==> src/rtl/tick_rate_sequencer.sv <==
// Tick-rate sequencer for the display counter datapath.
// Divides the clock into tick rates and drives count/clear pulses.
module tick_rate_sequencer #(
    parameter int BASE_DIV = 12500000,
    parameter int CNT_W    = 8
) (
    input  logic             clock,
    input  logic             reset,
    input  logic [1:0]       rate_sel,
    input  logic             start,
    input  logic             stop,
    input  logic             step,
    input  logic             clear,
    input  logic             wrap_en,
    input  logic [CNT_W-1:0] limit,
    output logic             cnt_en,
    output logic             cnt_clr_n,
    output logic [CNT_W-1:0] count,
    output logic [1:0]       state,
    output logic             done
);

    localparam int DIV_W = (BASE_DIV > 2) ? $clog2(BASE_DIV) : 1;
    localparam logic [DIV_W-1:0] DIV_MAX = DIV_W'(BASE_DIV - 1);

    typedef enum logic [1:0] {
        S_IDLE  = 2'b00,
        S_RUN   = 2'b01,
        S_PAUSE = 2'b10,
        S_DONE  = 2'b11
    } state_e;

    state_e           state_q, state_d;
    logic [CNT_W-1:0] count_q, count_d;
    logic [DIV_W-1:0] div_q, div_d;
    logic [1:0]       pre_q, pre_d;
    logic             en_q, en_d;
    logic             clr_n_q, clr_n_d;
    logic             done_q;
    logic             base_tick;
    logic             rate_tick;
    logic             cnt_ev;

    // Rate tick selection from the divider and prescaler.
    always_comb begin
        base_tick = (div_q == DIV_MAX);
        rate_tick = 1'b0;
        unique case (rate_sel)
            2'b00: rate_tick = 1'b1;
            2'b01: rate_tick = base_tick;
            2'b10: rate_tick = base_tick & pre_q[0];
            2'b11: rate_tick = base_tick & (pre_q == 2'd3);
        endcase
    end

    // Command decode, divider advance and count events.
    always_comb begin
        state_d = state_q;
        count_d = count_q;
        div_d   = div_q;
        pre_d   = pre_q;
        en_d    = 1'b0;
        clr_n_d = 1'b1;
        cnt_ev  = 1'b0;
        if (clear) begin
            state_d = S_IDLE;
            count_d = '0;
            div_d   = '0;
            pre_d   = '0;
            clr_n_d = 1'b0;
        end else begin
            unique case (state_q)
                S_IDLE: begin
                    if (stop) begin
                        state_d = S_IDLE;
                    end else if (start) begin
                        state_d = S_RUN;
                        div_d   = '0;
                        pre_d   = '0;
                    end else if (step) begin
                        cnt_ev = 1'b1;
                    end
                end
                S_RUN: begin
                    if (stop) begin
                        state_d = S_PAUSE;
                    end else begin
                        div_d  = base_tick ? '0 : div_q + DIV_W'(1);
                        pre_d  = base_tick ? pre_q + 2'd1 : pre_q;
                        cnt_ev = rate_tick;
                    end
                end
                S_PAUSE: begin
                    if (stop) begin
                        state_d = S_PAUSE;
                    end else if (start) begin
                        state_d = S_RUN;
                    end else if (step) begin
                        cnt_ev = 1'b1;
                    end
                end
                S_DONE: state_d = S_DONE;
            endcase
            if (cnt_ev) begin
                if (count_q != limit) begin
                    count_d = count_q + CNT_W'(1);
                    en_d    = 1'b1;
                end else if (wrap_en) begin
                    count_d = '0;
                    clr_n_d = 1'b0;
                end else begin
                    state_d = S_DONE;
                end
            end
        end
    end

    // State and output registers.
    always_ff @(posedge clock or negedge reset) begin
        if (!reset) begin
            state_q <= S_IDLE;
            count_q <= '0;
            div_q   <= '0;
            pre_q   <= '0;
            en_q    <= 1'b0;
            clr_n_q <= 1'b1;
            done_q  <= 1'b0;
        end else begin
            state_q <= state_d;
            count_q <= count_d;
            div_q   <= div_d;
            pre_q   <= pre_d;
            en_q    <= en_d;
            clr_n_q <= clr_n_d;
            done_q  <= (state_d == S_DONE);
        end
    end

    assign cnt_en    = en_q;
    assign cnt_clr_n = clr_n_q;
    assign count     = count_q;
    assign state     = state_q;
    assign done      = done_q;

endmodule

==> config.mk <==
export PLATFORM = sky130hd
export DESIGN_NAME = tick_rate_sequencer
export DESIGN_NICKNAME = d
export VERILOG_FILES = /design/src/rtl/tick_rate_sequencer.sv
export SDC_FILE = /design/constraint.sdc
export NUM_CORES = 1
export LEC_CHECK = 0
export ABC_CLOCK_PERIOD_IN_PS = 2900
export CAP_MARGIN = 5
export CELL_PAD_IN_SITES_DETAIL_PLACEMENT = 1
export CELL_PAD_IN_SITES_GLOBAL_PLACEMENT = 1
export CORE_MARGIN = 2
export CORE_UTILIZATION = 42
export DETAILED_ROUTE_END_ITERATION = 6
export GPL_TIMING_DRIVEN = 0
export PLACE_DENSITY = 0.83
export RECOVER_POWER = 25
export SLEW_MARGIN = 10
export SYNTH_ARGS = -nofsm -noshare
export SYNTH_HDL_FRONTEND = slang
export SYNTH_SLANG_ARGS = --single-unit
==> constraint.sdc <==
create_clock -name clock -period 2.9 [get_ports clock]
set_input_delay 0.29 -clock clock [delete_from_list [all_inputs] [get_ports clock]]
set_output_delay 0.29 -clock clock [all_outputs]
set_load 0.005 [all_outputs]
==> metrics.yaml <==
power_and_ir_drop:
  peakVddDrop_mv: 0.196
  power_density_nw_per_um2: 408
  leakagePower_nw: 1.18
critical_path:
  r2r_cells: 8
  cp_slowest_stage_delay_ns: 0.43
  crit_type: "reg2reg"
  path_max_fanout: 10
  r2r_slack_ns: 0.44
  path_cells: "ha_1 > and4_2 > nand3_1 > o21ai_1 > and2_1 > clkbuf_1 > buf_2 > nor2_1"
  cp_data_required_time_ns: 3.09
  reg2reg_to: "div_q[15]"
  crit_path_end_kind: "flip-flop"
  startpoint_type: "flip-flop"
  arrival_ns: 2.65
  startpoint: "div_q[0]"
  critPathSlowestCell: "dfrtp_1"
  r2r_start: "div_q[0]"
synthesis:
  synth_sequential_area_ratio: 0.423
  syn_area_um2: 2310
  ys.warnings.count: 0
  post_synth.cell_area_avg_um2: 9.02
  synthMuxAreaShare: 0.00867
  synthSimpleGateAreaFrac: 0.279
  synth_xor_area_frac: 0.0721
  yosysTopAreaCellShare: 0.412
  synth_edf_count: 0
  synth_common_cells: "dfrtp_1, nor2_1, nand2_1"
  synth-main-ff-cell: "dfrtp_1"
  synthArstFlopShare: 1.00
  synth_fp_nets: 276
  synthAdderAreaFrac: 0.0163
  synth_top_family_by_area: "simple AND/OR/NAND/NOR gates"
  synth_compound_area_frac: 0.160
  netlist_instances: 256
  yosys.cell_count.top_type: "dfrtp_1"
  synth.distinct_cells: 49
  synth-seq-cells: 39
  synthTopCellsByArea: "dfrtp_1, xor2_1, o21ai_0"
  yosysTopAreaCell: "dfrtp_1"
clock_tree:
  root_buffer: "clkbuf_8"
  cts.clk_slew.worst_paths_ns: 0.09
  clock_path_buffers: 2
  cts_setup_buffers: 0
  clkSinkCount: 39
  cts_tree: "done"
  cts-buffers-inserted: 5
  clk_latency_ns: 0.30
  htreeDepth: 2
sta:
  finalSetupTns_ns: 0
  hold_viol_final: 0
  fin_crit_sh: 0.848
  drv_slew: 0
  hold_slack_ns: 0.459
  tightestPinTransition_ns: 1.42
  rsz0062_at_grt: "no"
  setup_viol: 0
  clock.fmax_mhz: 407
  fin_crit_ns: 2.46
  slew_headroom: 0.0502
  fin_worst_skew_ns: 0.0119
cells_and_area:
  multi_input_area_um2: 1240
  area.sequential_um2: 977
  final_nets: 313
  fillers: 627
  num_antenna_cells: 0
  syn2layout_area_growth_pct: 21.5
  drive_above_1_share: 0.0714
  final-instance-count-excl-fill: 364
placement:
  gp_congestion: 0.794
  io_buffers: 28
  dp.cells: 355
  hpwl_um: 4540
global_route:
  grt.total_usage: 0.227
  grt_max_degree: 33
  grt_pass1_vias: 2202
  grt_pass1_wl_um: 11000
  grt_antenna_before_repair: 0
  grt_overflow_total: 0
floorplan:
  core-area_um2: 5200
  rows: 26
  ios: 30
  die_w_um: 78.1
  dieArea_um2: 6110
  initial_core_util: 0.444
  chipHeight_um: 78.1
routing:
  antenna_left: 0
  first_pass_iters: 4
  route.detailed.drc: 0
  vias_per_cell: 5.75
  finalWirelength_um: 6220
  wl_per_cell_um: 17.1
  drtIter0Drc: 114
  dr_total_vias: 2093
run_status:
  status: "finished clean"
worst_hold_path:
  hp-class: "in2async"
run:
  max-cap-violations: 0
metal layers:
layer	wire, um	track usage
met1	3010	0.312
met2	2940	0.358
met3	153	0.0425
met5	0	0
met4	107	0.0807
metrics by stage:
stage / total power [mW] / util / worst slack [ns] / cell area [um2]
3_5_place_dp: 0.694 / 0.517 / 0.300 / 2690
5_1_grt: 1.20 / 0.539 / 0.156 / 2810
6_report: 1.15 / 0.539 / 0.441 / 2810
3_3_place_gp: 0.687 / 0.514 / 0.343 / 2680
2_1_floorplan: 0.624 / - / 0.798 / 2310
4_1_cts: 1.16 / 0.541 / 0.461 / 2810
where the power goes:
group          internal, mW  switching, mW
Clock                 0.256          0.207
Sequential            0.552         0.0114
Combinational        0.0535         0.0653
Total                 0.862          0.284
flip-flops by register name, summed over array words and instances, names as in the netlist:
name	flops
div_q	24
count	8
pre_q	2
state	2
cnt_clr_n	1
cnt_en	1
done	1
critical path, delay by kind of cell, from the launching register on:
kind / cells / cell delay (ns)
adder cells (fa/ha/maj): 1 / 0.24
flip-flops: 1 / 0.43
AND/OR/NAND/NOR: 4 / 0.77
AO/OA/AOI/OAI: 1 / 0.38
buffers and inverters: 2 / 0.53
logic make-up after synthesis:
family                   Yosys count
AND/OR/NAND/NOR                  114
AO/OA/AOI/OAI                     56
flip-flops                        39
buffers and inverters             23
XOR/XNOR                          19
adder cells (fa/ha/maj)            3
multiplexers                       2
worst max path at each step:
stage,end,slack [ns]
final,div_q[15],0.44
after global routing,div_q[1],0.16
after CTS,count[7],0.46
after detailed placement,count[7],0.30
after global placement,count[7],0.34
after floorplan,count[6],0.80
area by class of cell:
type,instances,area share
buffer,12,0.0192
tap,70,0.0312
inverter,11,0.0147
clock inverter,3,0.0156
timing repair buffer,30,0.106
multi-input combinational,194,0.441
clock buffer,5,0.0245
sequential,39,0.348
placed cells by master, fill, tap and decap left out, types with 3 or more instances in the layout:
cell	synthesis	routed
a21o_1	3	3
a21oi_1	4	4
a31oi_1	9	9
and4_1	3	3
clkbuf_1	10	11
clkbuf_8	0	5
clkdlybuf4s50_1	0	27
dfrtp_1	38	38
ha_1	3	3
inv_1	11	11
nand2_1	24	24
nand2b_1	4	4
nand3_1	19	19
nand4_1	7	7
nor2_1	25	25
nor3_1	7	7
nor4_1	4	4
o21ai_0	22	22
o311ai_0	3	3
o31ai_1	7	7
or4_1	3	3
xnor2_1	5	5
xor2_1	14	14
timing repair:
| item | in CTS | in global routing |
|---|---|---|
| hold buffers | 1 | 0 |
| gates resized for setup | 0 | 0 |
| endpoints found under the hold margin | 6 | 0 |
Power figures use the tool's default switching activity.
